--- config.mk ---
export PLATFORM = sky130hd
export DESIGN_NAME = td_reset_seq
export DESIGN_NICKNAME = d
export VERILOG_FILES = /design/src/rtl/td_reset_seq.sv
export SDC_FILE = /design/constraint.sdc
export NUM_CORES = 1
export LEC_CHECK = 0
export ABC_AREA = 1
export BUFFER_PORTS_ARGS = -buffer_cell sky130_fd_sc_hd__clkbuf_2
export CAP_MARGIN = 10
export CORE_UTILIZATION = 40
export CTS_CLUSTER_SIZE = 14
export DETAILED_ROUTE_END_ITERATION = 16
export PLACE_DENSITY_LB_ADDON = 0.15
export SLEW_MARGIN = 30
export SYNTH_ARGS = -nofsm -noshare
export SYNTH_HDL_FRONTEND = slang
export SYNTH_SLANG_ARGS = --single-unit
--- constraint.sdc ---
create_clock -name clock -period 4.2 [get_ports clock]
set_clock_uncertainty 0.15 [all_clocks]
set_input_delay 0.84 -clock clock [delete_from_list [all_inputs] [get_ports clock]]
set_output_delay 0.84 -clock clock [all_outputs]
set_load 0.02 [all_outputs]
--- src/rtl/td_reset_seq.sv ---
// Power-up / re-trigger reset sequencer for external video decoders.
// Define TD_RESET_WDOG_EN to add a per-channel sync-loss watchdog retrigger.
module td_reset_seq #(
  parameter int N_CH         = 1,
  parameter int CNT_W        = 20,
  parameter int PRE_CYCLES   = 700000,
  parameter int PULSE_CYCLES = 700000,
  parameter int POST_CYCLES  = 700000,
  parameter int ACTIVE_LOW   = 1,
  parameter int WDOG_CYCLES  = 2000000
) (
  input  logic            clock,
  input  logic            reset,
  input  logic            start,
  input  logic [N_CH-1:0] ch_mask,
`ifdef TD_RESET_WDOG_EN
  input  logic [N_CH-1:0] sync_seen,
`endif
  output logic [N_CH-1:0] td_rst,
  output logic            busy,
  output logic            ready,
  output logic            done
);

  localparam longint LIM = longint'(1) << CNT_W;

  if (PRE_CYCLES < 1 || longint'(PRE_CYCLES) > LIM ||
      PULSE_CYCLES < 1 || longint'(PULSE_CYCLES) > LIM ||
      POST_CYCLES < 1 || longint'(POST_CYCLES) > LIM ||
      WDOG_CYCLES < 1) begin : g_bad_cfg
    $error("td_reset_seq: illegal cycle parameters");
  end

  localparam logic [CNT_W-1:0] PRE_LAST   = CNT_W'(PRE_CYCLES - 1);
  localparam logic [CNT_W-1:0] PULSE_LAST = CNT_W'(PULSE_CYCLES - 1);
  localparam logic [CNT_W-1:0] POST_LAST  = CNT_W'(POST_CYCLES - 1);

  // Deasserted level per pin; XOR with sel gives the asserted pattern.
  localparam logic [N_CH-1:0] OFF = {N_CH{ACTIVE_LOW != 0}};

  typedef enum logic [1:0] {
    S_PRE,
    S_ASSERT,
    S_POST,
    S_READY
  } state_t;

  state_t            state;
  state_t            state_n;
  logic [CNT_W-1:0]  cnt;
  logic [CNT_W-1:0]  cnt_n;
  logic [N_CH-1:0]   sel;
  logic [N_CH-1:0]   sel_n;
  logic              take;
  logic [N_CH-1:0]   take_mask;

`ifdef TD_RESET_WDOG_EN
  localparam int WD_W = $clog2(WDOG_CYCLES + 1);
  localparam logic [WD_W-1:0] WD_LAST = WD_W'(WDOG_CYCLES - 1);

  logic [N_CH-1:0][WD_W-1:0] wcnt;
  logic [N_CH-1:0]           pending;
`endif

  always_comb begin
    state_n   = state;
    sel_n     = sel;
    take      = 1'b0;
    take_mask = ch_mask;
    unique case (state)
      S_PRE:    if (cnt == PRE_LAST) state_n = S_ASSERT;
      S_ASSERT: if (cnt == PULSE_LAST) state_n = S_POST;
      S_POST:   if (cnt == POST_LAST) state_n = S_READY;
      S_READY: begin
        if (start) begin
          take = 1'b1;
`ifdef TD_RESET_WDOG_EN
        end else if (|pending) begin
          take      = 1'b1;
          take_mask = pending;
`endif
        end
      end
      default:  state_n = S_PRE;
    endcase
    if (take) begin
      state_n = S_ASSERT;
      sel_n   = take_mask;
    end
    // cnt is parked at zero in READY so it can never wrap there.
    if (state_n != state || state == S_READY) cnt_n = '0;
    else cnt_n = cnt + 1'b1;
  end

  always_ff @(posedge clock or posedge reset) begin
    if (reset) begin
      state  <= S_PRE;
      cnt    <= '0;
      sel    <= '1;
      td_rst <= OFF;
      busy   <= 1'b1;
      ready  <= 1'b0;
      done   <= 1'b0;
    end else begin
      state  <= state_n;
      cnt    <= cnt_n;
      sel    <= sel_n;
      td_rst <= (state_n == S_ASSERT) ? (sel_n ^ OFF) : OFF;
      busy   <= (state_n != S_READY);
      ready  <= (state_n == S_READY);
      done   <= (state_n == S_READY) && (state != S_READY);
    end
  end

`ifdef TD_RESET_WDOG_EN
  always_ff @(posedge clock or posedge reset) begin
    if (reset) begin
      wcnt    <= '0;
      pending <= '0;
    end else begin
      for (int i = 0; i < N_CH; i++) begin
        if (sync_seen[i] || state != S_READY) wcnt[i] <= '0;
        else if (wcnt[i] != WD_LAST) wcnt[i] <= wcnt[i] + 1'b1;
      end
      if (take) begin
        pending <= '0;
      end else begin
        for (int i = 0; i < N_CH; i++) begin
          if (state == S_READY && sel[i] && wcnt[i] == WD_LAST)
            pending[i] <= 1'b1;
        end
      end
    end
  end
`endif

endmodule
==> metrics.cfg <==
[setup_path]
crit_type = reg2out
arrival_ns = 0.95
startpoint_type = register
critPathSlowestCell = dfstp_2
crit_required_ns = 3.21
worstPathCellList = clkbuf_2
crit_family = flip-flops
cp_num_buf_inv = 1
crit_path_max_fanout = 1
critPathCaptureType = primary output
max_stage_delay_ns = 0.52

[drt]
viasPerCell = 4.79
drtIter0Drc = 116
vias = 1241
drc_errors = 0
drtPass1Iterations = 4
wl_microns = 3120
postRouteAntennaNets = 0
routedWlPerCell_microns = 12.0

[clock_tree]
cts_setup_buffers = 0
cts_buffer_depth = 2
cts_resized = 0
cts.sinks = 27
clock_latency_ns = 0.27
cts.hold.buffers_added = 0
htree_levels = 1
root_buffer = clkbuf_8
cts_tree = built
path_clk_slew_ns = 0.09
cts_made_buffers = 3

[die]
num_io_pins = 8
die_area_sq_um = 3990
std_cell_rows = 21
start_util = 0.432
core_area_sq_um = 3470
fp.dieH_microns = 63.2
die_x_microns = 63.2

[sta]
maxSlewViolCount = 0
finalSetupViolCount = 0
timing.final.crit_share = 0.462
period_needed_ns = 1.94
whs_ns = 0.369
slew_headroom = 0.621
fin_tns_setup_ns = 0
fmax_mhz = 516
rsz0062_at_grt = no
worst_slew_pin_slew_ns = 0.568
hold_violations = 0

[global_routing]
grt_max_degree = 28
grt_pass1_vias = 1208
overflow = 0
grt_pass1_wl_microns = 5440
antenna_found_initial = 0
grt_util_all_layers = 0.176

[logic_synthesis]
netlist_top_cells_count = 52 x nand2_1, 47 x nor2_1, 29 x inv_1
ys_seq_area_frac = 0.454
synth_cell_types = 23
synth_edf_count = 0
synth_ff_type = dfrtp_1
synth_nets = 208
syn_inst = 203
syn-cell-area_sq_um = 1500
synth_top_area_cell = dfrtp_1
ys_seq_elements = 27
synth.top_cells.by_area = dfrtp_1 40%, nand2_1 13%, nor2_1 12%, inv_1 7.3%, nand3_1 5.3%
synthMostInstantiatedCell = nand2_1
async_flop_share = 1.00
syn_area_per_cell_sq_um = 7.38
synth_top_area_frac = 0.401
yosysWarningCount = 0

[layout]
drive_gt1_frac = 0.113
area_delta_synth_final_pct = 8.44
n_antenna_cell = 0
fill_cells = 370
final_nets = 219

[flow_run]
max-cap-violations = 0

[placement]
place.detailed.hpwl_microns = 2290
io_buffers = 7
gp_congestion = 0.937

[pwr]
power_density_nw_per_um2 = 254
power_leakage_uw = 0.000817
power.total_uw = 413
ir_drop_v = 0.000140

[min_path]
hold_path_class = reg2reg

[status]
outcome = finished clean

## final cells by class
class,count,area (sq um),area share
Multi-Input combinational cell,146,698,0.430
Inverter,29,109,0.0670
Clock buffer,4,45.0,0.0277
Timing Repair Buffer,7,35.0,0.0216
Sequential cell,27,679,0.418
Tap cell,46,57.6,0.0354
## cells in the final DEF, fill, tap and decap left out
cell	synthesis	routed
nand2_1	52	52
nor2_1	47	47
inv_1	29	28
dfrtp_1	24	24
nand3_1	16	16
clkbuf_2	0	7
xor2_1	6	6
xnor2_1	5	5
nand4_1	4	4
nor2_2	3	3
dfstp_2	3	3
clkbuf_8	0	3
nand3_2	2	2
nor3_1	1	1
a21oi_1	1	1
nand2_4	1	1
nand2_2	1	1
nor2_4	1	1
o21ai_0	1	1
nor3_2	1	1
and2_1	1	1
or2_2	1	1
o21a_1	1	1
inv_2	0	1
ha_1	1	1
clkbuf_1	0	1
## path summary, 6_finish.rpt
| kind | start | end | slack (ns) | cells after the start |
|---|---|---|---|---|
| min reg2reg | cnt[0] | cnt[0] | 0.37 | 1 |
| min in group asynchronous | reset | cnt[1] | 0.44 | 2 |
| max in group asynchronous | reset | busy | 3.07 | 2 |
| min | cnt[0] | cnt[0] | 0.37 | 1 |
| max reg2reg | cnt[0] | cnt[11] | 2.47 | 6 |
| max | busy | busy | 2.26 | 1 |
## per-stage QoR
| step | util | instances | setup slack [ns] | instance area, sq um |
|---|---|---|---|---|
| 6_report | 0.468 | 259 | 2.26 | 1620 |
| 5_1_grt | 0.468 | 259 | 2.22 | 1620 |
| 4_1_cts | 0.468 | 259 | 2.26 | 1620 |
| 3_5_place_dp | 0.455 | 255 | 2.48 | 1580 |
| 3_3_place_gp | 0.455 | 255 | 2.31 | 1580 |
| 2_1_floorplan | - | 203 | 2.66 | 1500 |
## kinds of logic (layout without fill, tap and decap cells)
family | count (synthesis) | in the layout | share of synthesized area
XOR/XNOR | 11 | 11 | 0.0643
buffers and inverters | 30 | 40 | 0.0802
AND/OR/NAND/NOR | 131 | 131 | 0.382
adder cells (fa/ha/maj) | 1 | 1 | 0.00835
flip-flops | 27 | 27 | 0.454
AO/OA/AOI/OAI | 3 | 3 | 0.0117
## metal layers
layer / share of wire / up-vias / GRT usage
met3: 0.063 / 7 / 0.0453
met5: 0 / - / 0
met4: 0.012 / 0 / 0.0341
li1: - / 634 / -
met1: 0.47 / 564 / 0.235
met2: 0.45 / 36 / 0.288
## report_power, final
part | switching [uW] | internal [uW]
sequential | 0 | 260
clock | 78.5 | 68.0
combinational | 5.48 | 1.15
## registers in the layout, summed over array words and instances (netlist names)
signal and flops:
cnt 20, sel 1, td_rst 1, state 2
busy 1, ready 1, done 1
(Power assumes the default switching activity.)
